`src/rtl/keypad_scanner_pkg.sv`:
```
// Shared washer front-panel UI types: scanner FSM states, sweep classes,
// panel key codes and the sweep classification helper.
package washer_ui_pkg;

  typedef enum logic [1:0] {
    IDLE     = 2'd0,
    PRESS_DB = 2'd1,
    PRESSED  = 2'd2,
    REL_DB   = 2'd3
  } kp_state_e;

  typedef enum logic [1:0] {
    NONE   = 2'd0,
    SINGLE = 2'd1,
    MULTI  = 2'd2
  } sweep_cls_e;

  typedef struct packed {
    sweep_cls_e cls;
    logic [3:0] key;
  } sweep_res_t;

  localparam logic [3:0] KEY_START   = 4'd0;
  localparam logic [3:0] KEY_PAUSE   = 4'd1;
  localparam logic [3:0] KEY_PROG_UP = 4'd2;
  localparam logic [3:0] KEY_PROG_DN = 4'd3;
  localparam logic [3:0] KEY_TIME_UP = 4'd4;
  localparam logic [3:0] KEY_TIME_DN = 4'd5;

  // Bit i of closed is key code i; key is only meaningful for SINGLE.
  function automatic sweep_res_t classify_sweep(input logic [15:0] closed);
    sweep_res_t res;
    logic [4:0] n;
    n       = 5'd0;
    res.key = 4'd0;
    res.cls = NONE;
    for (int i = 0; i < 16; i++) begin
      if (closed[i]) begin
        n       = n + 5'd1;
        res.key = 4'(i);
      end else begin
        n = n;
      end
    end
    case (n)
      5'd0:    res.cls = NONE;
      5'd1:    res.cls = SINGLE;
      default: res.cls = MULTI;
    endcase
    return res;
  endfunction

endpackage

```
`src/rtl/keypad_scanner_if.sv`:
```
// Keypad pins plus the accepted-key outputs toward the control FSM.
interface keypad_scanner_if #(
  parameter int COLS = 4,
  parameter int ROWS = 4
);
  logic [ROWS-1:0] row_in;
  logic [COLS-1:0] col_sel;
  logic [3:0]      key_code;
  logic            key_valid;
  logic            key_held;

  modport master (output row_in, input col_sel, key_code, key_valid, key_held);
  modport slave  (input row_in, output col_sel, key_code, key_valid, key_held);
endinterface

```
`src/rtl/keypad_scanner_col_driver.sv`:
```
// Column strobe sequencer: dwells on each column, snapshots the closures of a
// whole sweep and presents the classified sweep with a one-cycle sweep_done.
module keypad_col_driver
  import washer_ui_pkg::*;
#(
  parameter int COLS  = 4,
  parameter int ROWS  = 4,
  parameter int DWELL = 2
) (
  input  logic            qclock,
  input  logic            rst_n,
  input  logic [ROWS-1:0] row_in,
  output logic [COLS-1:0] col_sel,
  output logic            sweep_done,
  output sweep_cls_e      sweep_cls,
  output logic [3:0]      sweep_key
);

  localparam int DW = (DWELL > 1) ? $clog2(DWELL) : 1;
  localparam int CW = $clog2(COLS);
  localparam logic [DW-1:0] DWELL_LAST = DW'(DWELL - 1);
  localparam logic [CW-1:0] COL_LAST   = CW'(COLS - 1);

  logic [DW-1:0]   dwell_r;
  logic [CW-1:0]   col_r;
  logic [COLS-1:0] col_sel_r;
  logic [15:0]     snap_r;
  logic [15:0]     merged_s;
  sweep_res_t      res_s;
  logic            sweep_done_r;
  sweep_cls_e      cls_r;
  logic [3:0]      key_r;

  // Snapshot with the currently driven column's rows folded in.
  always_comb begin
    merged_s = snap_r;
    for (int r = 0; r < ROWS; r++) begin
      merged_s[4'(r * COLS) + 4'(col_r)] = ~row_in[r];
    end
    res_s = classify_sweep(merged_s);
  end

  // Dwell/column counters, strobe rotation, snapshot capture and sweep result.
  always_ff @(posedge qclock) begin
    if (!rst_n) begin
      dwell_r      <= '0;
      col_r        <= '0;
      col_sel_r    <= {{(COLS-1){1'b1}}, 1'b0};
      snap_r       <= 16'd0;
      sweep_done_r <= 1'b0;
      cls_r        <= NONE;
      key_r        <= 4'd0;
    end else begin
      sweep_done_r <= 1'b0;
      if (dwell_r == DWELL_LAST) begin
        dwell_r   <= '0;
        col_sel_r <= {col_sel_r[COLS-2:0], col_sel_r[COLS-1]};
        if (col_r == COL_LAST) begin
          col_r        <= '0;
          snap_r       <= 16'd0;
          sweep_done_r <= 1'b1;
          cls_r        <= res_s.cls;
          key_r        <= res_s.key;
        end else begin
          col_r  <= col_r + CW'(1);
          snap_r <= merged_s;
        end
      end else begin
        dwell_r <= dwell_r + DW'(1);
      end
    end
  end

  assign col_sel    = col_sel_r;
  assign sweep_done = sweep_done_r;
  assign sweep_cls  = cls_r;
  assign sweep_key  = key_r;

endmodule

```
`src/rtl/keypad_scanner.sv`:
```
// Washer front-panel keypad scanner: column sweep plus a sweep-granular
// press/release debounce FSM producing key_code, key_valid and key_held.
module keypad_scanner
  import washer_ui_pkg::*;
#(
  parameter int COLS     = 4,
  parameter int ROWS     = 4,
  parameter int DWELL    = 2,
  parameter int DEBOUNCE = 3
) (
  input  logic qclock,
  input  logic rst_n,
  keypad_scanner_if.slave kp
);

  localparam logic [3:0] DB = 4'(DEBOUNCE);

  logic       sweep_done_s;
  sweep_cls_e sweep_cls_s;
  logic [3:0] sweep_key_s;
  logic       is_single_s;

  kp_state_e  state_r;
  logic [3:0] cand_r;
  logic [3:0] cnt_r;
  logic [3:0] key_code_r;
  logic       key_valid_r;
  logic       key_held_r;

  keypad_col_driver #(.COLS(COLS), .ROWS(ROWS), .DWELL(DWELL)) u_col_driver (
    .qclock     (qclock),
    .rst_n      (rst_n),
    .row_in     (kp.row_in),
    .col_sel    (kp.col_sel),
    .sweep_done (sweep_done_s),
    .sweep_cls  (sweep_cls_s),
    .sweep_key  (sweep_key_s)
  );

  assign is_single_s = (sweep_cls_s == SINGLE);

  // Debounce FSM; advances once per completed sweep. MULTI is never accepted.
  always_ff @(posedge qclock) begin
    if (!rst_n) begin
      state_r     <= IDLE;
      cand_r      <= 4'd0;
      cnt_r       <= 4'd0;
      key_code_r  <= 4'd0;
      key_valid_r <= 1'b0;
      key_held_r  <= 1'b0;
    end else begin
      key_valid_r <= 1'b0;
      if (sweep_done_s) begin
        case (state_r)
          IDLE: begin
            if (is_single_s) begin
              cand_r <= sweep_key_s;
              if (DEBOUNCE == 1) begin
                state_r     <= PRESSED;
                cnt_r       <= 4'd0;
                key_code_r  <= sweep_key_s;
                key_valid_r <= 1'b1;
                key_held_r  <= 1'b1;
              end else begin
                state_r <= PRESS_DB;
                cnt_r   <= 4'd1;
              end
            end else begin
              state_r <= IDLE;
            end
          end
          PRESS_DB: begin
            if (is_single_s && sweep_key_s == cand_r) begin
              if (cnt_r + 4'd1 >= DB) begin
                state_r     <= PRESSED;
                cnt_r       <= 4'd0;
                key_code_r  <= cand_r;
                key_valid_r <= 1'b1;
                key_held_r  <= 1'b1;
              end else begin
                cnt_r <= cnt_r + 4'd1;
              end
            end else if (is_single_s) begin
              cand_r <= sweep_key_s;
              cnt_r  <= 4'd1;
            end else begin
              state_r <= IDLE;
              cnt_r   <= 4'd0;
            end
          end
          PRESSED: begin
            if (is_single_s && sweep_key_s == key_code_r) begin
              cnt_r <= 4'd0;
            end else if (DEBOUNCE == 1) begin
              state_r    <= IDLE;
              cnt_r      <= 4'd0;
              key_held_r <= 1'b0;
            end else begin
              state_r <= REL_DB;
              cnt_r   <= 4'd1;
            end
          end
          REL_DB: begin
            if (is_single_s && sweep_key_s == key_code_r) begin
              state_r <= PRESSED;
              cnt_r   <= 4'd0;
            end else if (cnt_r + 4'd1 >= DB) begin
              state_r    <= IDLE;
              cnt_r      <= 4'd0;
              key_held_r <= 1'b0;
            end else begin
              cnt_r <= cnt_r + 4'd1;
            end
          end
          default: begin
            state_r <= IDLE;
            cnt_r   <= 4'd0;
          end
        endcase
      end
    end
  end

  assign kp.key_code  = key_code_r;
  assign kp.key_valid = key_valid_r;
  assign kp.key_held  = key_held_r;

endmodule

```
`src/flat_wrapper.sv`:
```
// flat-port wrapper written by rule: the top's interface ports become plain ports
module keypad_scanner_flat import washer_ui_pkg::*;
#(
  parameter int COLS     = 4,
  parameter int ROWS     = 4,
  parameter int DWELL    = 2,
  parameter int DEBOUNCE = 3
)
  (qclock, rst_n, kp_row_in, kp_col_sel, kp_key_code, kp_key_valid, kp_key_held);
  keypad_scanner_if #(.COLS(COLS), .ROWS(ROWS)) kp_i ();
  input  logic qclock;
  input  logic rst_n;
  input wire logic [$bits(kp_i.row_in)-1:0] kp_row_in;
  output wire logic [$bits(kp_i.col_sel)-1:0] kp_col_sel;
  output wire logic [$bits(kp_i.key_code)-1:0] kp_key_code;
  output wire logic [$bits(kp_i.key_valid)-1:0] kp_key_valid;
  output wire logic [$bits(kp_i.key_held)-1:0] kp_key_held;
  assign kp_i.row_in = kp_row_in;
  assign kp_col_sel = kp_i.col_sel;
  assign kp_key_code = kp_i.key_code;
  assign kp_key_valid = kp_i.key_valid;
  assign kp_key_held = kp_i.key_held;
  keypad_scanner #(.COLS(COLS), .ROWS(ROWS), .DWELL(DWELL), .DEBOUNCE(DEBOUNCE)) u_core (.qclock(qclock), .rst_n(rst_n), .kp(kp_i));
endmodule
```
`config.mk`:
```
export PLATFORM = sky130hd
export DESIGN_NAME = keypad_scanner_flat
export DESIGN_NICKNAME = d
export VERILOG_FILES = /design/src/rtl/keypad_scanner_pkg.sv /design/src/rtl/keypad_scanner_if.sv /design/src/rtl/keypad_scanner_col_driver.sv /design/src/rtl/keypad_scanner.sv /design/src/flat_wrapper.sv
export SDC_FILE = /design/constraint.sdc
export NUM_CORES = 1
export LEC_CHECK = 0
export BUFFER_PORTS_ARGS = -buffer_cell sky130_fd_sc_hd__buf_2
export CAP_MARGIN = 20
export CORE_MARGIN = 2
export CORE_UTILIZATION = 65
export CTS_BUF_LIST = sky130_fd_sc_hd__clkbuf_2 sky130_fd_sc_hd__clkbuf_4 sky130_fd_sc_hd__clkbuf_8
export DETAILED_ROUTE_END_ITERATION = 8
export PLACE_DENSITY = 0.81
export RECOVER_POWER = 50
export REMOVE_ABC_BUFFERS = 1
export SLEW_MARGIN = 20
export SYNTH_ARGS = -nofsm -noshare
export SYNTH_HDL_FRONTEND = slang
export SYNTH_SLANG_ARGS = --single-unit
```
`constraint.sdc`:
```
create_clock -name qclock -period 11.4 [get_ports qclock]
set_input_delay 1.71 -clock qclock [delete_from_list [all_inputs] [get_ports qclock]]
set_output_delay 1.71 -clock qclock [all_outputs]
set_load 0.1 [all_outputs]
```
# == Word level (Yosys, flattened, before mapping) ==
# Cells that the tools add are included.
# classes
n_shift,0
add_sub_neg,21
n_div,0
order_cmp,9
mux,71
n_eq_ne,18
reduce_logical,19
n_bitwise,5
mul,0
# ops
op,n
2-to-1 mux 4 bit,20
adder 5 x 1 -> 5 bit (second input constant),15
2-to-1 mux 5 bit,15
bitwise mux 16 bit,4
2-to-1 mux 16 bit,1
case mux 4 bit (4 select lines),1
less-than comparator 4 x 5 -> 1 bit (second input constant),3
2-to-1 mux 1 bit,15
2-to-1 mux 2 bit,7
demux 1 bit (select 4 bit),3
>= comparator 4 x 1 -> 1 bit (second input constant),3
equality test 4 bit,2
inequality test 2 x 1 -> 1 bit (second input constant),4
case mux 2 bit (4 select lines),1
case mux 4 bit (2 select lines),1
AND reduction 4 bit,2
equality test 2 bit (second input constant),3
logical AND 1 bit,6
inequality test 2 bit (second input constant),3
inequality test 3 bit (second input constant),2
AND reduction 2 bit,3
AND reduction 6 bit,1
equality test 5 x 1 -> 1 bit (second input constant),1
logical NOT 5 bit,1
20 further kinds,26
# totals
output_inout_bits,10
inputBits,6
latch_bits,0
n_memories,0
rom_bits,0
ram_bits,0
regBits,46

# == Logic depth before layout (Yosys ltp) ==
# Gate-level depths: netlist (run 1).
# depth
word_depth,41
mapped_depth,53
mapped_depth_nobuf,52

# == Cells and area by module ==
# From an unflattened synthesis (run 1), not the netlist that was laid out.
# unflattened
hier_cells,477
area_unflattened_um2,4018.9
# modules_own_cells
mod,area_each_um2,seq_area_each_um2,instances,cells_per_inst
keypad_col_driver,3113.0,600.6,1,382
keypad_scanner,905.9,320.3,1,95

# == Worst setup path after synthesis (run 1) ==
# OpenSTA, ideal clock, no wires.
# synth_timing
path_type,input -> register
startpoint,input port kp_row_in[0]
endpoint,"register u_core.u_col_driver.cls_r[1], in the netlist u_core.u_col_driver.sweep_cls[1]"
required_time_ns,11.281
path_buffers,1
path_slack_ns,0.983
arrival_time_ns,10.298
cell_stages,49
cell_sequence,buf_2 a21oi_1 inv_1 ha_1 xnor2_1 ha_1 a211oi_1 nor2_1 ha_1 a21boi_1 o2bb2ai_1 inv_1 ha_1 mux2i_1 o31a_1 inv_1 ha_1 nor2_1 [13 not listed] o21ai_0 ha_1 nand2_1 nand2_1 ha_1 nor2_1 a21oi_1 ha_1 nand2_1 xnor2_1 xnor2_1 xor2_2 xnor2_1 nor2b_1 a22o_1 a31oi_1 o311a_1 o221a_1
# synth_via
elab_chain_len,38
word_cells_on_any_way,39
cone_classes,add/sub (15); eq/ne (1); mux (21); bitwise (1); reduce/logical (1)
# synth_lines
item,line_no,text
from (decl),flat_wrapper.sv:13,input wire logic [$bits(kp_i.row_in)-1:0] kp_row_in;
NOT 1 bit *,keypad_scanner_col_driver.sv:38,merged_s[4'(r * COLS) + 4'(col_r)] = ~row_in[r];
bitwise mux 16 bit * (4 in a row),keypad_scanner_col_driver.sv:38,
2-to-1 mux 1 bit,keypad_scanner_pkg.sv:38,if (closed[i]) begin
adder 5 x 1 -> 5 bit,keypad_scanner_pkg.sv:39,n = n + 5'd1;
2-to-1 mux 5 bit,keypad_scanner_pkg.sv:38,
adder 5 x 1 -> 5 bit,keypad_scanner_pkg.sv:39,
2-to-1 mux 5 bit,keypad_scanner_pkg.sv:38,
adder 5 x 1 -> 5 bit,keypad_scanner_pkg.sv:39,
[19 not listed],n/a,
adder 5 x 1 -> 5 bit,keypad_scanner_pkg.sv:39,
2-to-1 mux 5 bit,keypad_scanner_pkg.sv:38,
adder 5 x 1 -> 5 bit,keypad_scanner_pkg.sv:39,
2-to-1 mux 5 bit,keypad_scanner_pkg.sv:38,
adder 5 x 1 -> 5 bit,keypad_scanner_pkg.sv:39,
2-to-1 mux 5 bit *,keypad_scanner_pkg.sv:38,
equality test 5 x 1 -> 1 bit / logical NOT 5 bit (equally long branches),keypad_scanner_pkg.sv:45,case (n)
case mux 2 bit (2 select lines) *,keypad_scanner_pkg.sv:45,
to (signal assigned),keypad_scanner_col_driver.sv:62,cls_r <= res_s.cls;
to (decl),keypad_scanner_col_driver.sv:31,sweep_cls_e cls_r;
# Mark *: on every way between the ends. The rest lies on a longest branch, timed or not.
# A chain may end at the register's enable or synchronous reset.

# == Final worst setup path (run 1) ==
# Same ends and word-level chain as after synthesis.

==> metrics.md, run 1 <==
| Metric | Value |
|---|---|
| Global-route wire length before repair | 14150 um |
| Achievable Freq | 0.09370 GHz |
| Synth top area cells | dfxtp_1 23%, xnor2_1 7.1%, nor2_1 6.5% |
| DRC violations left | 0 |
| Global route overflow | 0 |
| Crit path DAT | 10.86 ns |
| Layout cells sized above 1 | 11.24% |
| Worst slew pin tran | 0.9023 ns |
| CP dominant cell by count | ha_1 |
| Crit. End Element | flip-flop |
| Num CTS Buffers | 5 |
| Register area | 920.9 um^2 |
| Clk root buf | clkbuf_8 |
| Critical Path RT | 11.59 ns |
| DIE AREA | 0.006725 mm^2 |
| Hold buffer count at cts | 0 |
| Top FF cell, synth | dfxtp_1 |
| Routed Antenna Nets | 0 |
| Num rows | 28 |
| Number of port buffers | 15 |
| Critical Path Fanout Max | 9 |
| Area of the multi-input gates | 0.002902 mm^2 |
| Area growth from synthesis to layout | 5.726% |
| Setup Slack @ Placement | -0.07071 ns |
| Fillers | 480 |
| Slowest stage delay, CP | 0.39 ns |
| Seq/Total Area, Yosys | 23.28% |
| Cell-internal power | 417.6 uW |
| DRT iter0 DRCs | 198 |
| Synth Instances | 494 |
| CORE AREA | 0.005886 mm^2 |
| Fin cells | 573 |
| Max-slew violations | 0 |
| Minimum clock period | 10.67 ns |
| Yosys cell types | 77 |
| Synth Warn # | 0 |
| EDFF count, synth | 0 |
| Vias in the first global route | 3168 |
| P per Cell Area | 181.2 mW/mm^2 |
| Synth cell count leaders | 68 x nor2_1, 46 x dfxtp_1, 40 x a21oi_1, 40 x nand2_1, 32 x xnor2_1 |
| Worst hold path class | reg -> reg |
| Largest net degree at the start of global routing | 25 |
| Critical path type | in -> reg |
| CTS clock-pin slew for the worst setup and hold paths | 0.08 ns |
| Leak pwr | 1.643 nW |
| Hpwl dp | 6394 um |
| Endpoints failing setup | 0 |
| GRT Resource Usage Total | 26.74% |
| Crit share post-route | 93.61% |
| Maxcap violations | 0 |
| WL final | 8636 um |
| Sw power | 340.1 uW |
| # nets final | 524 |
| I/O pin total | 16 |
| Die height | 82.01 um |
| Mapped Area | 0.003955 mm^2 |
| Pre-antenna DRT Iters | 5 |
| Routability cong. | 0.8640 |
| Placed insts | 562 |
| Asr flop ratio synth | 0% |
| PnR Total Power | 757.7 uW |
| Sink Count | 46 |
| Power share of the sequential group | 22.3% |
| Relative slew margins | 39.85% |
| Synth area leader | dfxtp_1 |
| Combinational Power Share | 65.5% |
| DR WL/cell | 15.07 um |
| Initial Util | 67.20% |
| Die X | 82.01 um |
| Via Count | 3468 |
| Antenna violations before repair | 0 |
| Crit-path slowest cell | ha_1 |
| CTS H-Tree Depth | 2 |
| Switching share of total power | 44.89% |
| WHS | 0.4736 ns |
| Syn Area/Cell | 8.006 um^2 |
| Final setup margin | 0.7280 ns |
| Status | completed |
| Part of the power in the clock network | 12.2% |
| Critical path startpoint category | primary input |
| Yosys top cell area share | 23.28% |
| Count leader, synth | nor2_1 |
| CTS tree | yes |
| Fin util | 71.05% |
| Final hold vios | 0 |
| Worst skew pair latency | 0.29 ns |
| Max Clock Skew | 0.006047 ns |
| Vias/cell | 6.052 |
| Ant diodes | 0 |
| Worst VDD drop | 0.1249 mV |
| Synthesized flop and latch total | 46 |
| CTS Buffer Depth | 2 |
## metal layers
metal | GRT usage, % | up-vias | routed length (um)
li1 | - | 1732 | -
met1 | 34.95 | 1633 | 4052
met2 | 43.98 | 88 | 4126
met3 | 3.626 | 15 | 300
met4 | 11.50 | 0 | 157
met5 | 0 | - | 0
## sequential cells by signal, summed over array words and instances (netlist names), 2 cells and up
register,count
u_core.u_col_driver.sweep_cls,2
u_core.state_r,2
u_core.u_col_driver.snap_r,16
u_core.cand_r,4
u_core.u_col_driver.col_r,2
u_core.u_col_driver.sweep_key,4
u_core.cnt_r,4
u_core.u_col_driver.col_sel,4
u_core.kp.key_code,4
## per-stage QoR
step / cell area (um^2) / TNS [ns]
after global routing: 4182 / -0.02075
after global placement: 4030 / 0
after CTS: 4109 / 0
after floorplan: 3861 / 0
final: 4182 / 0
after detailed placement: 4030 / -0.07071
## final timing paths
path | cells after the start | from | to | slack, ns
worst max register to register | 50 | u_core.u_col_driver.col_r[0]$_SDFFE_PN0P_ | u_core.u_col_driver.sweep_cls[1]$_SDFFE_PN0P_ | 1.29
worst max-delay path | 49 | kp_row_in[0] | u_core.u_col_driver.sweep_cls[1]$_SDFFE_PN0P_ | 0.73
worst min register to register | 2 | u_core.u_col_driver.sweep_cls[0]$_SDFFE_PN0P_ | u_core.u_col_driver.sweep_cls[0]$_SDFFE_PN0P_ | 0.47
worst min-delay path | 2 | u_core.u_col_driver.sweep_cls[0]$_SDFFE_PN0P_ | u_core.u_col_driver.sweep_cls[0]$_SDFFE_PN0P_ | 0.47
## critical path: cells and delay by family
kind / cells / cell delay, ns
xor gates and xnor gates: 2 / 0.30
muxes: 1 / 0.15
AOI/OAI and AO/OA: 16 / 2.89
adders and majority gates: 14 / 4.24
buffers and inverters: 5 / 0.47
and+or+nand+nor: 11 / 1.09
## layout by cell type (no fill, tap or decap), drive strengths merged, types with 3 or more instances in the layout
master / instances
a31oi: 3
ha: 20
clkbuf: 6
nor4: 3
nand2b: 5
and3: 7
a21o: 8
clkinv: 3
dfxtp: 46
and2: 7
xnor2: 34
o21ai: 17
o22ai: 4
xor2: 20
buf: 18
nand2: 40
nor3: 13
a2bb2oi: 3
xnor3: 3
nor2: 69
o221a: 4
nand3b: 3
nand3: 8
nor2b: 12
o21bai: 3
o31ai: 3
or2: 5
mux2i: 23
a211oi: 6
a21oi: 40
inv: 21
o211ai: 5
## cell families after synthesis
logic type	share of synthesized area, %
AND/OR/NAND/NOR	22.21
AO/OA/AOI/OAI	20.79
XOR/XNOR	16.83
flip-flops	23.28
buffers and inverters	4.461
multiplexers	6.106
adder cells (fa/ha/maj)	6.327
## cell type report
class | instances | area share, %
Clock buffer | 5 | 1.646
Clock inverter | 2 | 0.2394
Inverter | 22 | 1.975
Multi-Input combinational cell | 404 | 69.39
Sequential cell | 46 | 22.02
Tap cell | 75 | 2.244
Timing Repair Buffer | 19 | 2.484
## power groups by stage
stage               clock [mW]  sequential, mW  combinational [mW]
floorplan                    0           0.177               0.375
global placement             0           0.172               0.436
detailed placement           0           0.173               0.456
CTS                     0.0942           0.169               0.461
global route             0.100           0.170               0.550
finish                  0.0926           0.169               0.496
## repair_timing
item / in CTS / in global routing
endpoints found under the setup margin: 0 / 2
resized for setup: 0 / 8
setup buffers: 0 / 4
Power figures use the tool's default switching activity.
==> run 2, diff against run 1 <==
==> constraint.sdc (replaced) <==
create_clock -name qclock -period 11.4 [get_ports qclock]
set_input_delay 1.14 -clock qclock [delete_from_list [all_inputs] [get_ports qclock]]
set_output_delay 1.14 -clock qclock [all_outputs]
set_load 0.1 [all_outputs]
==> run 2 against run 1 <==
Compared with the run above: maximum frequency increased by 1.8%; clock power increased by 16%; first-iteration DRC count increased by 6.1%; worst setup slack improved by 0.19 ns; critical endpoint unchanged; largest cell class unchanged; largest power group unchanged.
==> metrics.md, run 2 (synthesized netlist as in run 1, its figures left out) <==
| Metric | Value |
|---|---|
| Vias in the first global route | 3140 |
| CP dominant cell by count | ha_1 |
| CTS Buffer Depth | 2 |
| Crit. End Element | flip-flop |
| Leak pwr | 1.625 nW |
| Num rows | 28 |
| Routed Antenna Nets | 0 |
| Area growth from synthesis to layout | 4.619% |
| Placed insts | 562 |
| Worst skew pair latency | 0.30 ns |
| GRT Resource Usage Total | 26.98% |
| DR WL/cell | 15.35 um |
| Die height | 82.01 um |
| Critical path type | in -> reg |
| Slowest stage delay, CP | 0.39 ns |
| Num CTS Buffers | 5 |
| Sink Count | 46 |
| Max-slew violations | 0 |
| Vias/cell | 6.140 |
| WL final | 8748 um |
| Reg2reg setup slack | 1.06 ns |
| Number of port buffers | 15 |
| P per Cell Area | 180.0 mW/mm^2 |
| Max FFs per register | 16 |
| Global-route wire length before repair | 14320 um |
| Most common cell after layout, fill and taps aside | nor2_1 |
| Endpoints failing setup | 0 |
| Via Count | 3500 |
| Setup TNS | 0 ns |
| Largest net degree at the start of global routing | 25 |
| Pre-antenna DRT Iters | 5 |
| DRC violations left | 0 |
| Number of setup buffers added after CTS | 0 |
| Ant diodes | 0 |
| Hold buffer count at cts | 0 |
| DIE AREA | 0.006725 mm^2 |
| Minimum clock period | 10.48 ns |
| Critical Path RT | 11.59 ns |
| Initial Util | 67.20% |
| Worst slew pin tran | 0.9288 ns |
| Critical Path Fanout Max | 9 |
| Critical path startpoint category | primary input |
| CORE AREA | 0.005886 mm^2 |
| CTS H-Tree Depth | 2 |
| Layout cells sized above 1 | 9.899% |
| I/O pin total | 16 |
| Die X | 82.01 um |
| Crit-path slowest cell | ha_1 |
| Unrepaired setup endpoints after global routing | no |
| Max Clock Skew | 0.008011 ns |
| Final hold vios | 0 |
| Achievable Freq | 0.09543 GHz |
| Most frequent cells in the layout | 68 x nor2_1, 46 x dfxtp_1, 40 x a21oi_1, 40 x nand2_1, 32 x xnor2_1 |
| Clk root buf | clkbuf_8 |
| Antenna violations before repair | 0 |
| Status | completed |
| CTS clock-pin slew for the worst setup and hold paths | 0.08 ns |
| Relative slew margins | 38.08% |
| Global route overflow | 0 |
| Largest register by flop count | u_core.u_col_driver.snap_r |
| Fin cells | 570 |
| Worst VDD drop | 0.1239 mV |
| Crit share post-route | 91.92% |
| Crit path DAT | 10.67 ns |
| CTS tree | yes |
| Worst hold path class | reg -> reg |
| # nets final | 520 |
| Hpwl dp | 6469 um |
| Maxcap violations | 0 |
| Routability cong. | 0.8641 |
| DRT iter0 DRCs | 210 |
[run 2: cell type report]
type / instances / area, um^2
fillers: 481 / 1748
multi-input cells: 404 / 2872
repair buffers: 15 / 73.82
flip-flops and latches: 46 / 920.9
clock inverters: 1 / 5.005
inverters: 22 / 82.58
clock buffers: 7 / 90.09
well taps: 75 / 93.84
[run 2: worst max-delay path: cells and delay by family]
family	cells	cell delay, ns
AOI/OAI and AO/OA	16	3.22
xor gates and xnor gates	5	1.06
adders and majority gates	12	3.60
buffers and inverters	5	0.50
muxes	1	0.15
and+or+nand+nor	10	0.95
[run 2: path summary, 6_finish.rpt]
check / start / to / cells after the start
worst min-delay path: u_core.u_col_driver.sweep_cls[0]$_SDFFE_PN0P_ / u_core.u_col_driver.sweep_cls[0]$_SDFFE_PN0P_ / 2
worst max register to register: u_core.u_col_driver.col_r[0]$_SDFFE_PN0P_ / u_core.u_col_driver.sweep_cls[1]$_SDFFE_PN0P_ / 49
worst max-delay path: kp_row_in[0] / u_core.u_col_driver.sweep_cls[1]$_SDFFE_PN0P_ / 49
worst min register to register: u_core.u_col_driver.sweep_cls[0]$_SDFFE_PN0P_ / u_core.u_col_driver.sweep_cls[0]$_SDFFE_PN0P_ / 2
[run 2: layer usage]
layer	up-vias	GRT usage (%)	part of all wire [%]
li1	1735	-	-
met3	14	2.637	3.7
met4	0	8.000	1.7
met5	-	0	0
met2	101	46.91	47
met1	1650	35.25	47
[run 2: stage by stage]
stage	cell area (um^2)	power, mW	hold slack, ns	util (%)	setup slack [ns]
floorplan	3861	0.5518	0.4391	-	1.722
global placement	4030	0.6085	0.4610	68.47	0.9527
detailed placement	4030	0.6287	0.4613	68.47	0.4858
CTS	4125	0.7371	0.4727	70.09	0.7224
global route	4138	0.8042	0.5099	70.30	0.1550
finish	4138	0.7446	0.4705	70.30	0.9214
[run 2: what timing repair did]
action | 4_1_cts | 5_1_grt
hold endpoints to repair | 0 | 0
setup endpoints to repair | 0 | 2
gates resized for setup | 0 | 3
[run 2: power breakdown]
| part | switching (mW) | internal, mW |
|---|---|---|
| clock | 0.0554 | 0.0514 |
| sequential | 0.00448 | 0.164 |
| combinational | 0.275 | 0.194 |
| total | 0.334 | 0.410 |
==> run 3, diff against run 2 <==
--- a/config.mk
+++ b/config.mk
@@ -8,10 +8,10 @@
 export BUFFER_PORTS_ARGS = -buffer_cell sky130_fd_sc_hd__buf_2
 export CAP_MARGIN = 20
 export CORE_MARGIN = 2
-export CORE_UTILIZATION = 65
+export CORE_UTILIZATION = 58
 export CTS_BUF_LIST = sky130_fd_sc_hd__clkbuf_2 sky130_fd_sc_hd__clkbuf_4 sky130_fd_sc_hd__clkbuf_8
 export DETAILED_ROUTE_END_ITERATION = 8
-export PLACE_DENSITY = 0.81
+export PLACE_DENSITY = 0.77
 export RECOVER_POWER = 50
 export REMOVE_ABC_BUFFERS = 1
 export SLEW_MARGIN = 20
==> constraint.sdc (replaced) <==
create_clock -name qclock -period 8.99 [get_ports qclock]
set_input_delay 0.4495 -clock qclock [delete_from_list [all_inputs] [get_ports qclock]]
set_output_delay 0.4495 -clock qclock [all_outputs]
set_load 0.1 [all_outputs]
==> run 3 against run 2 <==
Compared with the run above: utilization fell by 1.1 points; clock-buffer cell count is the same; worst setup slack lost 0.63 ns; critical path depth rose by 2; via count grew 5.4%; register-to-register slack lost 0.77 ns; critical path type is now reg -> reg; first-iteration DRC count rose by 15%; non-clock buffer count grew 28.
==> metrics.md, run 3 (synthesized netlist as in run 1, its figures left out) <==
| Metric | Value |
|---|---|
| DR WL/cell | 16.01 um |
| Hold EP | u_core.u_col_driver.sweep_key[0]$_SDFFE_PN0P_ |
| Unrepaired setup endpoints after global routing | yes |
| Achievable Freq | 0.1150 GHz |
| Num rows | 30 |
| Layout cells sized above 1 | 23.52% |
| Max FFs per register | 16 |
| CTS Buffer Depth | 2 |
| Worst hold path class | in -> reg |
| Minimum clock period | 8.699 ns |
| Fin area | 0.004626 mm^2 |
| Critical Path RT | 9.18 ns |
| Area post-placement | 0.004179 mm^2 |
| Part of the power in the clock network | 11.7% |
| Sw power | 501.0 uW |
| Critical path startpoint category | flip-flop |
| Reg2reg setup slack | 0.29 ns |
| Fin cells | 603 |
| Sink Count | 46 |
| Initial Util | 59.19% |
| FF-to-FF path depth | 51 |
| # nets final | 548 |
| CTS H-Tree Depth | 2 |
| Status | completed |
| Routed Antenna Nets | 0 |
| Critical Path Fanout Max | 4 |
| Die X | 86.58 um |
| Clk root buf | clkbuf_8 |
| WHS | 0.4646 ns |
| Fin util | 69.23% |
| CTS clock-pin slew for the worst setup and hold paths | 0.08 ns |
| Max-slew violations | 0 |
| Global-route wire length before repair | 15280 um |
| Fillers | 525 |
| Largest register by flop count | u_core.u_col_driver.snap_r |
| Hpwl dp | 6748 um |
| Crit. End Element | flip-flop |
| Worst VDD drop | 0.1310 mV |
| PnR Total Power | 1.152 mW |
| GRT Resource Usage Total | 24.67% |
| Vias/cell | 6.119 |
| Pre-antenna DRT Iters | 7 |
| Reg-to-reg endpoint | u_core.u_col_driver.sweep_cls[1]$_SDFFE_PN0P_ |
| Power share of the sequential group | 18.7% |
| Worst slew pin tran | 1.158 ns |
| Register area | 925.9 um^2 |
| Vias in the first global route | 3345 |
| Number of port buffers | 15 |
| Endpoints failing setup | 0 |
| Setup Slack @ Placement | -0.2598 ns |
| Cell-internal power | 650.6 uW |
| Num CTS Buffers | 5 |
| Hold buffer count at cts | 0 |
| Worst skew pair latency | 0.30 ns |
| DRC violations left | 0 |
| Leak pwr | 1.818 nW |
| Switching share of total power | 43.50% |
| Slowest stage delay, CP | 0.37 ns |
| Hold path start | kp_row_in[3] |
| Via Count | 3690 |
| Die height | 86.58 um |
| Relative slew margins | 23.13% |
| Most frequent cells in the layout | 63 x nor2_1, 44 x dfxtp_1, 36 x a21oi_1, 36 x nand2_1, 28 x xnor2_1 |
| P per Cell Area | 249.0 mW/mm^2 |
| Final hold vios | 0 |
| Critical path type | reg -> reg |
| Placed insts | 586 |
| DIE AREA | 0.007495 mm^2 |
| Setup TNS | 0 ns |
| Maxcap violations | 0 |
| I/O pin total | 16 |
| Area of the multi-input gates | 0.003128 mm^2 |
| Global route overflow | 0 |
| Crit path DAT | 8.89 ns |
| Ant diodes | 0 |
| Max Clock Skew | 0.01004 ns |
| Crit-path slowest cell | o311a_1 |
| Combinational Power Share | 69.6% |
| Reg2reg start | u_core.u_col_driver.col_r[1]$_SDFFE_PN0P_ |
| Crit share post-route | 96.77% |
| DRT iter0 DRCs | 242 |
| CORE AREA | 0.006681 mm^2 |
| Final setup margin | 0.2906 ns |
| Most common cell after layout, fill and taps aside | nor2_1 |
| Routability cong. | 0.8819 |
| WL final | 9652 um |
| Hold path cells | 2 |
| Largest net degree at the start of global routing | 25 |
| Antenna violations before repair | 0 |
| CTS tree | yes |
| Area growth from synthesis to layout | 16.96% |
-- run 3: worst max-delay path: cells and delay by family (launching register included) --
kind	cells	cell delay, ns
AO/OA/AOI/OAI	16	2.59
XOR/XNOR	5	0.89
adder cells (fa/ha/maj)	13	3.44
buffers and inverters	5	0.32
flip-flops	1	0.34
multiplexers	1	0.12
AND/OR/NAND/NOR	11	0.88
-- run 3: worst max-delay path by stage --
stage,from,to,slack (ns)
global placement,u_core.u_col_driver.col_r[0]$_SDFFE_PN0P_,u_core.u_col_driver.sweep_cls[1]$_SDFFE_PN0P_,0.02
CTS,u_core.u_col_driver.col_r[1]$_SDFFE_PN0P_,u_core.u_col_driver.sweep_cls[1]$_SDFFE_PN0P_,0.008
finish,u_core.u_col_driver.col_r[1]$_SDFFE_PN0P_,u_core.u_col_driver.sweep_cls[1]$_SDFFE_PN0P_,0.29
detailed placement,u_core.u_col_driver.col_r[0]$_SDFFE_PN0P_,u_core.u_col_driver.sweep_cls[1]$_SDFFE_PN0P_,-0.26
global route,u_core.u_col_driver.col_r[1]$_SDFFE_PN0P_,u_core.u_col_driver.sweep_cls[1]$_SDFFE_PN0P_,-0.22
floorplan,u_core.u_col_driver.col_r[0]$_SDFFE_PN0P_,u_core.u_col_driver.sweep_cls[1]$_SDFFE_PN0P_,-0.40
-- run 3: repair_timing --
action                     CTS  global route
setup buffers                0             9
gates cloned                 0             0
hold endpoints to repair     0             0
pin swaps                    0            28
resized for setup            9            56
setup endpoints to repair    2             2
-- run 3: metal layers --
| layer | track usage (%) | wire (um) |
|---|---|---|
| met1 | 33.06 | 4353 |
| met5 | 0 | 0 |
| met4 | 6.250 | 139 |
| met2 | 42.73 | 4841 |
| met3 | 2.286 | 317 |
-- run 3: power groups by stage --
stage               logic [mW]  registers [mW]  clock network [mW]
detailed placement       0.610           0.219                   0
finish                   0.802           0.215               0.135
CTS                      0.623           0.214               0.135
global placement         0.593           0.218                   0
floorplan                0.475           0.225                   0
global route             0.867           0.216               0.144
-- run 3: area by class of cell --
cell class	count	area share [%]
clock buffers	7	1.948
clock inverters	1	0.1082
inverters	22	1.839
multi-input cells	404	67.62
flip-flops and latches	46	20.02
well taps	80	2.164
repair buffers	43	6.302
